[config.mk]
export PLATFORM = sky130hd
export DESIGN_NAME = imem_boot_loader
export DESIGN_NICKNAME = d
export VERILOG_FILES = /design/src/rtl/boot_loader_pkg.sv /design/src/rtl/imem_boot_loader.sv
export SDC_FILE = /design/constraint.sdc
export NUM_CORES = 1
export LEC_CHECK = 0
export ABC_CLOCK_PERIOD_IN_PS = 2200
export CORE_MARGIN = 4
export CORE_UTILIZATION = 30
export CTS_CLUSTER_DIAMETER = 50
export CTS_CLUSTER_SIZE = 20
export DETAILED_ROUTE_END_ITERATION = 7
export GPL_TIMING_DRIVEN = 0
export PLACE_DENSITY = 0.57
export SLEW_MARGIN = 10
export SYNTH_ARGS = -nofsm -noshare
export SYNTH_HDL_FRONTEND = slang
export SYNTH_SLANG_ARGS = --single-unit
[constraint.sdc]
create_clock -name clk -period 2.2 [get_ports clk]
set_clock_uncertainty 0.15 [all_clocks]
set_input_delay 0.44 -clock clk [delete_from_list [all_inputs] [get_ports clk]]
set_output_delay 0.44 -clock clk [all_outputs]
set_load 0.1 [all_outputs]
[src/rtl/boot_loader_pkg.sv]
// ---------------------------------------------------------------------------
// boot_loader_pkg
// Shared definitions for the instruction-memory boot loader, the pipelined
// core top and the benches.
//   state_e          : loader sequencer states
//   BL_ADDR_W        : default instruction-memory byte-address width
//   BL_DATA_W        : default instruction word width
//   BL_MAX_WORDS     : default instruction-memory capacity in words
//   BL_SETTLE_CYC    : default cycles between last write and core release
// ---------------------------------------------------------------------------
package boot_loader_pkg;

   typedef enum logic [1:0] {
      IDLE   = 2'd0,
      LOAD   = 2'd1,
      SETTLE = 2'd2,
      RUN    = 2'd3
   } state_e;

   localparam int BL_ADDR_W     = 9;
   localparam int BL_DATA_W     = 32;
   localparam int BL_MAX_WORDS  = 128;
   localparam int BL_SETTLE_CYC = 2;

endpackage

[src/rtl/imem_boot_loader.sv]
// ---------------------------------------------------------------------------
// imem_boot_loader
// Loads a program into the core's instruction memory from a valid/ready word
// stream, then releases the core's PC from reset.
// Ports:
//   clk        in   clock, rising edge
//   reset      in   synchronous active-high reset
//   start      in   one-cycle pulse, begins a load of word_count words
//   word_count in   words to load (sampled on start)
//   s_valid    in   source word valid
//   s_data     in   source instruction word
//   s_ready    out  loader accepts a word this cycle
//   we0        out  instruction memory write enable
//   wr_addr0   out  word-aligned byte address
//   wr_din0    out  write data
//   resetpc    out  0 = core PC held, 1 = core runs
//   busy       out  load or settle in progress
//   done       out  one-cycle pulse on core release
//   err        out  one-cycle pulse on a rejected start
// MAX_WORDS*4 must not exceed 2**ADDR_W for the addresses to fit.
// ---------------------------------------------------------------------------
module imem_boot_loader
   import boot_loader_pkg::*;
#(
   parameter int ADDR_W     = BL_ADDR_W,
   parameter int DATA_W     = BL_DATA_W,
   parameter int MAX_WORDS  = BL_MAX_WORDS,
   parameter int SETTLE_CYC = BL_SETTLE_CYC
) (
   input  logic              clk,
   input  logic              reset,
   input  logic              start,
   input  logic [7:0]        word_count,
   input  logic              s_valid,
   input  logic [DATA_W-1:0] s_data,
   output logic              s_ready,
   output logic              we0,
   output logic [ADDR_W-1:0] wr_addr0,
   output logic [DATA_W-1:0] wr_din0,
   output logic              resetpc,
   output logic              busy,
   output logic              done,
   output logic              err
);

   state_e            state_q, state_d;
   logic [7:0]        idx_q, idx_d;
   logic [7:0]        cnt_q, cnt_d;
   logic [7:0]        settle_q, settle_d;
   logic              we0_q, we0_d;
   logic [ADDR_W-1:0] addr_q, addr_d;
   logic [DATA_W-1:0] din_q, din_d;
   logic              done_q, done_d;
   logic              err_q, err_d;
   logic              startOk;

   // A start is legal only for a non-empty program that fits in memory.
   assign startOk = (word_count != 8'd0) && ({24'd0, word_count} <= MAX_WORDS);

   // Handshake and core control decode straight from the state register, so
   // s_ready drops on the same edge that takes the final accept into SETTLE
   // and busy falls on the edge that raises resetpc.
   assign s_ready  = (state_q == LOAD);
   assign busy     = (state_q == LOAD) || (state_q == SETTLE);
   assign resetpc  = (state_q == RUN);
   assign we0      = we0_q;
   assign wr_addr0 = addr_q;
   assign wr_din0  = din_q;
   assign done     = done_q;
   assign err      = err_q;

   // State and registered write-port outputs; reset returns everything to
   // idle values but memory contents written so far are left alone.
   always_ff @(posedge clk) begin
      if (reset) begin
         state_q  <= IDLE;
         idx_q    <= 8'd0;
         cnt_q    <= 8'd0;
         settle_q <= 8'd0;
         we0_q    <= 1'b0;
         addr_q   <= '0;
         din_q    <= '0;
         done_q   <= 1'b0;
         err_q    <= 1'b0;
      end else begin
         state_q  <= state_d;
         idx_q    <= idx_d;
         cnt_q    <= cnt_d;
         settle_q <= settle_d;
         we0_q    <= we0_d;
         addr_q   <= addr_d;
         din_q    <= din_d;
         done_q   <= done_d;
         err_q    <= err_d;
      end
   end

   // Next-state logic. SETTLE's first cycle is the final write cycle, so the
   // settle counter runs 0..SETTLE_CYC to give 1+SETTLE_CYC cycles from the
   // last accept to release.
   always_comb begin
      state_d  = state_q;
      idx_d    = idx_q;
      cnt_d    = cnt_q;
      settle_d = settle_q;
      we0_d    = 1'b0;
      addr_d   = addr_q;
      din_d    = din_q;
      done_d   = 1'b0;
      err_d    = 1'b0;
      unique case (state_q)
         IDLE, RUN: begin
            if (start) begin
               if (startOk) begin
                  state_d = LOAD;
                  cnt_d   = word_count;
                  idx_d   = 8'd0;
               end else begin
                  err_d = 1'b1;
               end
            end
         end
         LOAD: begin
            if (s_valid) begin
               we0_d  = 1'b1;
               addr_d = ADDR_W'({idx_q, 2'b00});
               din_d  = s_data;
               idx_d  = idx_q + 8'd1;
               if (idx_q == cnt_q - 8'd1) begin
                  state_d  = SETTLE;
                  settle_d = 8'd0;
               end
            end
         end
         SETTLE: begin
            if (settle_q == 8'(SETTLE_CYC)) begin
               state_d = RUN;
               done_d  = 1'b1;
            end else begin
               settle_d = settle_q + 8'd1;
            end
         end
         default: begin
            state_d = IDLE;
         end
      endcase
   end

endmodule
# After elaboration in Yosys (flattened, before gate mapping)
# Cells that the tools add are included.
dict set report classes {
  n_reduce_logical 15
  add_sub_neg 3
  bitwise 4
  n_eq_ne 11
  n_lt_le_gt_ge 1
  n_mux 17
}
# cell n
set op_table {}
lappend op_table {{2-to-1 mux 8 bit} 6}
lappend op_table {{case mux 8 bit (2 select lines)} 2}
lappend op_table {{adder 8 x 1 -> 8 bit, second input constant} 2}
lappend op_table {{2-to-1 mux 2 bit} 5}
lappend op_table {{== test 8 x 2 -> 1 bit, second input constant} 1}
lappend op_table {{== test 8 bit} 1}
lappend op_table {{<= comparator 8 bit, second input constant} 1}
lappend op_table {{!= test 2 bit, second input constant} 4}
lappend op_table {{AND reduction 4 bit} 2}
lappend op_table {{nonzero test 8 bit} 1}
lappend op_table {{subtractor 8 x 1 -> 8 bit, second input constant} 1}
lappend op_table {{case mux 2 bit (3 select lines)} 1}
lappend op_table {{OR reduction 2 bit} 3}
lappend op_table {{AND reduction 5 bit} 1}
lappend op_table {{== test 2 bit, second input constant} 2}
lappend op_table {{!= test 2 x 1 -> 1 bit, second input constant} 2}
lappend op_table {{NOT 1 bit} 4}
lappend op_table {{nonzero test 2 bit} 2}
lappend op_table {{2-to-1 mux 1 bit} 3}
lappend op_table {{AND reduction 3 bit} 1}
lappend op_table {{OR reduction 3 bit} 1}
lappend op_table {{== test 2 x 1 -> 1 bit, second input constant} 1}
lappend op_table {{zero test 2 bit} 1}
lappend op_table {{AND reduction 2 bit} 1}
lappend op_table {{2 further kinds} 2}
dict set report word_totals {
  elab_cells 60
  regBits 68
  in_bits 44
  output_inout_bits 47
}

# Longest topological paths before layout
dict set report depth {
  depth_word 5
  ltp_mapped 9
}

# Worst setup path after synthesis
# No wires, ideal clock.
dict set report synth_timing {
  path_type {reg2reg}
  start {reg state_q[1]}
  end {reg settle_q[7]}
  period_less_slack_ps 2664
  path_buffers 1
  path_stages_with_launch 8
  t_arrival_ps 2399
  t_required_ps 1935
  setup_slack_ps -464
  setup_time_ps 115
  path_cell_list {dfxtp_1 -> inv_1 -> ha_1 -> inv_1 -> a31oi_1 -> buf_2 -> nor4_1 -> o21ba_2}
}
dict set report synth_between {
  elab_chain_len 3
  elab_cells_between_ends 8
  cone_classes {eq/ne (5); mux (1); reduce/logical (2)}
}
# item line_no
set synth_rtl {}
lappend synth_rtl {{from (decl)} imem_boot_loader.sv:46} ;# state_e state_q, state_d;
lappend synth_rtl {{from (signal assigned)} imem_boot_loader.sv:86} ;# state_q <= state_d;
lappend synth_rtl {{== test 2 x 1 -> 1 bit *} n/a}
lappend synth_rtl {{net s_ready} imem_boot_loader.sv:36} ;# output logic s_ready,
lappend synth_rtl {{!= test 2 x 1 -> 1 bit (no source line) (tied with other cells)} n/a}
lappend synth_rtl {{AND reduction 4 bit (no source line)} n/a}
lappend synth_rtl {{to (signal assigned)} imem_boot_loader.sv:89} ;# settle_q <= settle_d;
lappend synth_rtl {{to (decl)} imem_boot_loader.sv:49} ;# logic [7:0] settle_q, settle_d;
# Mark *: on every way through the listed nets, which the timed path passes. The rest lies on a longest branch.
# A chain may end at the register's enable or synchronous reset.

# Final worst setup path
dict set report layout_timing {
  start {reg cnt_q[0]}
  end {reg settle_q[5]}
}
dict set report layout_between {
  elab_chain_len 4
}
# item line_no
set layout_rtl {}
lappend layout_rtl {{from (decl)} imem_boot_loader.sv:48} ;# logic [7:0] cnt_q, cnt_d;
lappend layout_rtl {{from (signal assigned)} imem_boot_loader.sv:88} ;# cnt_q <= cnt_d;
lappend layout_rtl {{subtractor 8 x 1 -> 8 bit} imem_boot_loader.sv:129} ;# if (idx_q == cnt_q - 8'd1) begin
lappend layout_rtl {{== test 8 bit} imem_boot_loader.sv:129}
lappend layout_rtl {{!= test 2 x 1 -> 1 bit (no source line)} n/a}
lappend layout_rtl {{AND reduction 4 bit (no source line)} n/a}
# Every way passes these cells.

==> impl_metrics.csv <==
group,metric,value,unit
outcome,status,"complete, no violations",
min_path,hold_end,"cnt_q[4]",
placement,place.gp.congestion,0.791,
sta,hold_violations,0,
setup_path,critPathKind,"flop to flop",
finish,fin_area,4560,um^2
finish,nets,532,
placement,placed_area,4170,um^2
synthesis,synth_edf_count,0,
setup_path,worstPathArrival,2330,ps
sta,worst_slack,7.50,ps
global_route,use_met1,17.7,%
sta,slew_viol_final,0,
drt,drtIter0Drc,127,
drt,vias,2927,
global_route,grt_pass1_wl,13.4,mm
synthesis,avgSynthCellArea,8.21,um^2
die,start_util,31.0,%
synthesis,ys_types,52,
sta,hold_slack,191,ps
cts,cts_tree,"built",
synthesis,synth.top_cells.by_area,"dfxtp_1, nand2_1, a21oi_1, ha_1, xnor2_1",
cts,cts_buffers,9,
finish,antenna_cells,0,
sta,post-route-period-util,99.7,%
cts,clkTransAtPathRegs,80,ps
drt,via_per_inst,4.74,
synthesis,syn_inst,372,
synthesis,synth_flop_cell,"dfxtp_1",
finish,fin_util,46.2,%
drt,dr.pass1.iters,7,
setup_path,rr_worst_depth,9,
finish,area_growth,49.2,%
min_path,hold_depth,3,
min_path,hold_class,"input port to flop",
global_route,busiest_layer,"met2",
setup_path,slowest_stage,"or4b_1",
die,dieWidth,109,um
global_route,met2_usage,24.6,%
cts,clk_path_buf_depth,2,
cts,h-tree-depth,3,
die,rows,36,
synthesis,yosysTopAreaCell,"dfxtp_1",
sta,fin_crit,2190,ps
synthesis,ys_warn_count,0,
placement,place_hpwl,6.06,mm
sta,setup_viol,0,
global_route,gr-total-overflow,0,
placement,io_buffers,88,
job,max-cap-violations,0,
synthesis,yosysSeqAreaShare,44.6,%
global_route,met3_usage,3.43,%
cts,cts_num_sinks,68,
synthesis,synth-seq-cells,68,
placement,dp_slack,-704,ps
drt,antenna_left,0,
setup_path,crit_path_cell_trace,"inv_2 > ha_4 > xor2_1 > nand3_1 > a211oi_4 > buf_6 > a31oi_4 > or4b_1 > a21oi_1",
setup_path,required,2330,ps
finish,drive_gt1_share,17.3,%
drt,drc,0,
global_route,grt_use_total,14.5,%
power_and_ir_drop,ir_worst_vdd,0.398,mV
cts,clk_latency,350,ps
drt,wire_per_inst,14.0,um
die,dieArea,11900,um^2
setup_path,end_kind,"flop",
global_route,grt_max_degree,14,
drt,finalWirelength,8.67,mm
die,pin_count,91,
synthesis,async_flop_share,0,%
power_and_ir_drop,power_density,1040,nW/um^2
cts,root_buffer,"clkbuf_8",
global_route,grt_pass1_vias,2850,
setup_path,critPathLaunchType,"flop",
finish,fillers,934,
synthesis,synth_top_area_share,44.6,%
setup_path,crit_path_max_fanout,6,
die,core,9860,um^2
finish,multiInputGateArea,1800,um^2
min_path,min_from,"word_count[4]",
die,fp.dieH,109,um
global_route,antenna_found_initial,0,
finish,regArea,1370,um^2
sta,rsz0062_at_grt,"yes",
sta,fmax,0.456,GHz
synthesis,synthesis.area,3050,um^2
power_and_ir_drop,p_leak,0.00175,uW
cts,cts_hold_buf,0,
setup_path,r2r_slack,7,ps
setup_path,max_stage_delay,500,ps
sta,relSlewSlack,34.2,%
setup_path,r2r_start,"cnt_q[0]",
sta,worst_pin_slew,991,ps
setup_path,worst_r2r_endpoint,"settle_q[5]",
what timing repair did:
item / in CTS / in global routing
pin swaps: 18 / 10
endpoints found under the setup margin: 81 / 35
cloned: 3 / 0
gates resized for setup: 86 / 38
setup buffers: 6 / 2
worst max-delay path, delay by kind of cell, from the launching register on:
kind	cells	cell delay, ps
buf+inv	2	180
xor+xnor	1	130
fa+ha+maj	1	250
compound gates	3	440
simple gates	2	620
flops	1	350
cell families after synthesis:
group           after synthesis  synth area share [%]
flops                        68                  44.6
simple gates                163                  25.0
compound gates               73                  15.0
other cells                   1                 0.123
mux                           8                  2.62
fa+ha+maj                     8                  3.28
buf+inv                      35                  4.87
xor+xnor                     16                  4.59
registers in the layout, summed over array words and instances (netlist names):
register  cells
cnt_q         8
idx_q         8
done          1
state_q       2
wr_addr0      7
we0           1
settle_q      8
err           1
wr_din0      32
worst max-delay path by stage:
stage	startpoint	end	slack, ps
floorplan	word_count[3]	idx_q[1]	-120
global placement	word_count[3]	idx_q[7]	-710
detailed placement	word_count[3]	idx_q[7]	-700
CTS	cnt_q[0]	settle_q[5]	-50
global route	cnt_q[1]	settle_q[5]	-50
finish	cnt_q[0]	settle_q[5]	7
synthesized netlist by cell type (2+ instances only):
cell and n:
nand2b_1 2, inv_1 13, buf_4 2, dfxtp_1 68
a21oi_1 45, nor4b_1 2, nor3b_1 2, or4_1 5
ha_1 8, o311ai_0 2, or3_1 3, nor3_1 3
nand2_1 93, o311a_1 2, nor4_1 5, xor2_1 5
a31oi_1 2, o31ai_1 5, nand4_1 6, and2_1 3
nor2_1 24, clkbuf_1 13, xnor2_1 11, buf_2 2
mux2i_1 8, nand3_1 5, o21ai_0 5, buf_1 4
layout by cell type, fill, tap and decap left out, types with 5 or more instances in the layout:
cell type	Yosys	layout
dlygate4sd2_1	0	37
dfxtp_2	0	6
clkdlybuf4s15_1	0	8
clkbuf_1	13	11
xnor2_1	11	11
nand2_1	93	93
clkdlybuf4s50_1	0	36
clkbuf_8	0	9
buf_4	2	9
a21oi_1	45	44
mux2i_1	8	8
xor2_1	5	5
or4_1	5	5
nor2_1	24	24
inv_1	13	10
ha_1	8	5
dfxtp_1	68	61
nand4_1	6	6
where the power goes:
| group | internal (uW) | switching [uW] |
|---|---|---|
| clock | 412 | 519 |
| sequential | 1360 | 104 |
| combinational | 702 | 1650 |
| total | 2480 | 2270 |
per-stage QoR:
stage          setup TNS, ps  cells  total power, uW
6_report                   0    618             4740
2_1_floorplan          -2180    373             3090
5_1_grt                 -154    618             5010
3_5_place_dp          -18400    594             3590
4_1_cts                -76.7    618             4650
3_3_place_gp          -19250    594             3570
area by class of cell:
| class | instances | share of cell area, % |
|---|---|---|
| Buffer | 19 | 1.95 |
| Clock inverter | 7 | 1.13 |
| Timing Repair Buffer | 97 | 19.8 |
| Tap cell | 133 | 3.65 |
| Multi-Input combinational cell | 272 | 39.4 |
| Inverter | 13 | 1.15 |
| Clock buffer | 9 | 2.72 |
| Sequential cell | 68 | 30.1 |
routing by layer:
layer | part of all wire (%) | up-vias
met1 | 44 | 1350
met4 | 1.9 | 0
met3 | 3.8 | 12
li1 | - | 1491
met2 | 50 | 74
met5 | 0 | -
No activity file was read; power rests on OpenSTA's default activity.
